<file path="src/rtl/tomasulo_pkg.sv">
// Shared types for the Tomasulo CDB slice: schedule, broadcast and tag/data types,
// plus the round-robin find-first used by the CDB arbiter and the reservation station.
package tomasulo_pkg;

  localparam int unsigned LAT_MAX = 4;
  localparam int unsigned SCH_W   = LAT_MAX + 3;
  localparam int unsigned TAG_W   = 6;
  localparam int unsigned WORD_W  = 32;
  localparam int unsigned RR_MAX  = 8;
  localparam int unsigned RR_IW   = $clog2(RR_MAX);

  typedef logic [SCH_W-1:0]  sch_t;
  typedef logic [TAG_W-1:0]  tag_t;
  typedef logic [WORD_W-1:0] word_t;

  typedef struct packed {
    logic  vld;
    tag_t  tag;
    word_t wdata;
  } cdb_t;

  typedef struct packed {
    logic             found;
    logic [RR_IW-1:0] idx;
  } rr_t;

  // First set bit of req[n-1:0], scanning upward from ptr and wrapping at n.
  function automatic rr_t ffs_rr(input logic [RR_MAX-1:0] req,
                                 input int unsigned n,
                                 input int unsigned ptr);
    rr_t         r;
    int unsigned j;
    r = '0;
    for (int unsigned i = 0; i < RR_MAX; i++) begin
      if (i < n) begin
        j = ptr + i;
        if (j >= n) j = j - n;
        if (!r.found && req[j[RR_IW-1:0]]) begin
          r.found = 1'b1;
          r.idx   = j[RR_IW-1:0];
        end
      end
    end
    return r;
  endfunction

endpackage

</file>
<file path="src/rtl/tomasulo_cdb_arb.sv">
// K-way round-robin arbiter: at most one grant per cycle, pointer moves past the winner.
module tomasulo_cdb_arb
  import tomasulo_pkg::*;
#(
  parameter int unsigned K = 3,
  localparam int unsigned PW = (K > 1) ? $clog2(K) : 1
) (
  input  logic         clk,
  input  logic         rst_n,
  input  logic [K-1:0] req,
  output logic [K-1:0] gnt
);

  logic [PW-1:0]     rr_ptr_r;
  logic [RR_MAX-1:0] req_x;
  rr_t               pick;
  int unsigned       nxt;

  always_comb begin
    req_x          = '0;
    req_x[K-1:0]   = req;
    pick           = ffs_rr(req_x, K, 32'(rr_ptr_r));
    nxt            = 32'(pick.idx) + 1;
    if (nxt >= K) nxt = 0;
    gnt = '0;
    for (int unsigned k = 0; k < K; k++)
      gnt[k] = rst_n && pick.found && (32'(pick.idx) == k);
  end

  always_ff @(posedge clk) begin
    if (!rst_n)
      rr_ptr_r <= '0;
    else if (pick.found)
      rr_ptr_r <= PW'(nxt);
  end

endmodule

</file>
<file path="src/rtl/tomasulo_cdb.sv">
// Common Data Bus controller: reserves future CDB slots for granted requesters and
// registers the single-cycle writeback broadcast, flagging schedule/writeback disagreement.
module tomasulo_cdb
  import tomasulo_pkg::*;
#(
  parameter int unsigned K = 3,
  parameter int unsigned LAT [K] = '{2, 2, 4}
) (
  input  logic                clk,
  input  logic                rst_n,
  input  logic [K-1:0]        cdb_req,
  output logic [K-1:0]        cdb_gnt,
  output sch_t                sch_r,
  input  logic [K-1:0]        wb_vld,
  input  tag_t  [K-1:0]       wb_tag,
  input  word_t [K-1:0]       wb_wdata,
  output cdb_t                cdb_r,
  output logic                err_r
);

  logic [K-1:0] elig;
  sch_t         sch_w;
  cdb_t         cdb_w;
  logic         found;
  logic         wb_any;
  logic         wb_multi;
  logic         err_w;
  logic         fresh_r;

  tomasulo_cdb_arb #(.K(K)) u_arb (
    .clk   (clk),
    .rst_n (rst_n),
    .req   (elig),
    .gnt   (cdb_gnt)
  );

  // A requester may only be granted if the slot its result will land in is free.
  always_comb begin
    elig = '0;
    for (int unsigned k = 0; k < K; k++)
      elig[k] = cdb_req[k] && ((sch_r & (sch_t'(1) << (LAT[k] + 2))) == '0);
  end

  always_comb begin
    sch_w = sch_r >> 1;
    for (int unsigned k = 0; k < K; k++)
      if (cdb_gnt[k]) sch_w = sch_w | (sch_t'(1) << (LAT[k] + 1));
  end

  always_comb begin
    cdb_w     = cdb_r;
    cdb_w.vld = 1'b0;
    found     = 1'b0;
    for (int unsigned k = 0; k < K; k++) begin
      if (wb_vld[k] && !found) begin
        found = 1'b1;
        cdb_w = '{vld: 1'b1, tag: wb_tag[k], wdata: wb_wdata[k]};
      end
    end
    // The cycle right after reset release carries no broadcast; a stray writeback
    // there is only reported through err_r.
    if (!fresh_r) cdb_w = '{vld: 1'b0, tag: cdb_r.tag, wdata: cdb_r.wdata};
  end

  always_comb begin
    wb_any   = |wb_vld;
    wb_multi = (wb_vld & (wb_vld - K'(1))) != '0;
    err_w    = err_r | wb_multi | (wb_any & ~sch_r[1]) | (sch_r[1] & ~wb_any);
  end

  always_ff @(posedge clk) begin
    if (!rst_n) begin
      sch_r   <= '0;
      cdb_r   <= '0;
      err_r   <= 1'b0;
      fresh_r <= 1'b0;
    end else begin
      sch_r   <= sch_w;
      cdb_r   <= cdb_w;
      err_r   <= err_w;
      fresh_r <= 1'b1;
    end
  end

endmodule

</file>
<file path="config.mk">
export PLATFORM = sky130hd
export DESIGN_NAME = tomasulo_cdb
export DESIGN_NICKNAME = d
export VERILOG_FILES = /design/src/rtl/tomasulo_pkg.sv /design/src/rtl/tomasulo_cdb_arb.sv /design/src/rtl/tomasulo_cdb.sv
export SDC_FILE = /design/constraint.sdc
export NUM_CORES = 1
export LEC_CHECK = 0
export BUFFER_PORTS_ARGS = -buffer_cell sky130_fd_sc_hd__buf_2
export CAP_MARGIN = 20
export CORE_UTILIZATION = 44
export DETAILED_ROUTE_END_ITERATION = 10
export PLACE_DENSITY = 0.82
export SYNTH_ARGS = -nofsm -noshare
export SYNTH_HDL_FRONTEND = slang
export SYNTH_SLANG_ARGS = --single-unit
export TNS_END_PERCENT = 100
</file>
<file path="constraint.sdc">
create_clock -name clk -period 3.3 [get_ports clk]
set_input_delay 0.33 -clock clk [delete_from_list [all_inputs] [get_ports clk]]
set_output_delay 0.33 -clock clk [all_outputs]
set_load 0.03 [all_outputs]
</file>
==> results.cfg <==
[sta]
max_freq_mhz = 320
final.min_clock_period_ns = 3.13
hold_viol_final = 0
worst_pin_slew_ns = 0.940
post-route-period-util = 0.948
tns_ns = 0
relSlewSlack = 0.373
finalSetupViolations = 0
clock-skew-final_ns = 0.00714
whs_ns = 0.359
slew_violations = 0
rsz0062_at_grt = no

[routing]
drt_iter0_drc = 77
wl_per_cell_um = 12.5
vias_per_cell = 5.23
dr.pass1.iters = 4
wirelength_um = 7520
drc_errors = 0
drtAntennaViolNets = 0
vias = 3139

[worst_setup_path]
worstSetupStartpointType = register
crit_path_end_kind = primary output
cp_max_fo = 6
crit_type = reg2out
worstPathArrival_ns = 2.80
required_ns = 2.97

[floorplanning]
die_area_um2 = 6830
initial_core_util = 0.453
die_y_um = 82.6
core_um2 = 6310
io_pins = 172
fp-row-count = 29
fp.dieW_um = 82.6

[placement]
portBuffers = 170
dp_cells = 592
hpwl_um = 5700
place.gp.congestion = 0.726

[finish]
finish.net_count = 653
antennaDiodeCount = 0
final.fill_count = 599
final_core_util = 0.599
syn2layout_area_growth_pct = 32.3
seqCellArea_um2 = 981
drive_gt1_frac = 0.365
multi_input_area_um2 = 1700
stdcell_count = 600

[power_and_ir_drop]
p_per_area_nw_per_um2 = 463
leakage_uw = 0.00182
irDropWorstVdd_uv = 421

[synthesis]
yosys_most_used_dff = dfxtp_1
syn_avg_cell_area_um2 = 7.57
syn_inst = 378
synth_fa_ha_area_frac = 0.0394
ys.warnings.count = 0
synth_edf_count = 0
syn_area_um2 = 2860
yosys.area_share.simple = 0.296
syn_nets = 509
ys_seq_area_frac = 0.343
async_flop_share = 0
ys_seq_elements = 49
synth_compound_area_frac = 0.240
synth-xor-area-share = 0
synth_top_family_by_area = simple AND/OR/NAND/NOR gates
synth_mux_area_frac = 0.0109
synth_cell_types = 36

[cts]
clk_pin_slew_ns = 0.09
clock_path_buffers = 2
cts_hold_buffers = 0
clkLatencyLatePin_ns = 0.29
htreeDepth = 2
post_cts_buffers = 0
post_cts_resize_count = 0
tritoncts = yes
clockRootBuffer = clkbuf_8
cts.sinks = 49
cts_made_buffers = 5

[global_route]
grt_pass1_vias = 2538
antenna_found_initial = 0
grt_pass1_wl_um = 10700
overflow = 0
grt_max_degree = 62
grt_usage = 0.200

[worst_hold_path]
hp-class = in2reg

[status]
outcome = complete, no violations

[flow_run]
drv_cap = 0
==> stage by stage <==
stage | power (uW) | setup slack (ns) | cell area (um^2)
6_report | 1750 | 0.171 | 3780
4_1_cts | 1760 | 0.0592 | 3780
2_1_floorplan | 1210 | 0.576 | 2860
3_5_place_dp | 1400 | 0.322 | 3680
5_1_grt | 1870 | 0.00768 | 3780
3_3_place_gp | 1360 | 0.480 | 3680
==> Yosys cell counts, types with 9 or more instances <==
cell       n  area share
a21oi_1   60        0.10
a221oi_1  20       0.061
and2_1    27       0.059
clkbuf_1  23       0.030
dfxtp_1   49        0.34
ha_1       9       0.039
nand2_1   41       0.054
nand3b_1  19       0.050
nor2_1    26       0.034
nor2b_1   23       0.050
nor3_1    21       0.037
o21ai_0   18       0.031
==> cell usage in the layout (no fill, tap or decap), types with 2 or more instances in the layout <==
cell	count
a21oi_1	60
a221oi_1	20
and2_1	27
buf_2	170
buf_4	5
clkbuf_8	6
dfxtp_1	49
ha_1	8
inv_1	6
mux2i_1	2
nand2_1	41
nand3b_1	19
nor2_1	26
nor2b_1	23
nor3_1	21
o21ai_0	18
==> area by class of cell <==
type | instances | share of cell area
Clock buffer | 6 | 0.0218
Multi-Input combinational cell | 284 | 0.448
Sequential cell | 49 | 0.259
Inverter | 7 | 0.00694
Tap cell | 77 | 0.0255
Clock inverter | 2 | 0.00364
Timing Repair Buffer | 175 | 0.235
==> state kept, by name, summed over array words and instances (netlist names) <==
signal          flops
cdb_r              39
sch_r               6
u_arb.rr_ptr_r      2
err_r               1
fresh_r             1
==> final timing paths <==
check	startpoint	to	slack, ns	depth (start not counted)
hold / removal	rst_n	fresh_r	0.36	1
hold reg to reg	err_r	err_r	0.45	2
setup / recovery	u_arb.rr_ptr_r[0]	cdb_gnt[1]	0.17	10
setup reg to reg	u_arb.rr_ptr_r[0]	u_arb.rr_ptr_r[1]	0.39	9
==> where the power goes <==
group | leakage (uW) | switching, uW | internal (uW)
Combinational | 0.00136 | 423 | 292
Sequential | 0.000403 | 35.5 | 647
Clock | 0.0000512 | 185 | 170
Total | 0.00182 | 643 | 1110
==> worst max-delay path: stages, from the launching register on <==
cell	delay, ns
dfxtp_1	0.42
inv_1	0.09
ha_2	0.34
nand3b_1	0.22
o22ai_2	0.22
and4b_2	0.27
a221o_1	0.35
inv_1	0.10
ha_1	0.18
and2_1	0.13
buf_2	0.19
==> per-layer routing <==
layer  routed length [um]  part of all wire  vias up  GRT usage
met2                 3850              0.51      103      0.392
li1                     -                 -     1596          -
met5                    0                 0        -          0
met4                   85             0.011        0     0.0517
met1                 3160              0.42     1430      0.215
met3                  422             0.056       10     0.0407
==> cell families after synthesis <==
kind of cell | Yosys count
AOI/OAI and AO/OA | 110
adders and majority gates | 9
buffers and inverters | 45
DFF | 49
muxes | 3
other | 1
and+or+nand+nor | 161
(Power assumes the default switching activity.)
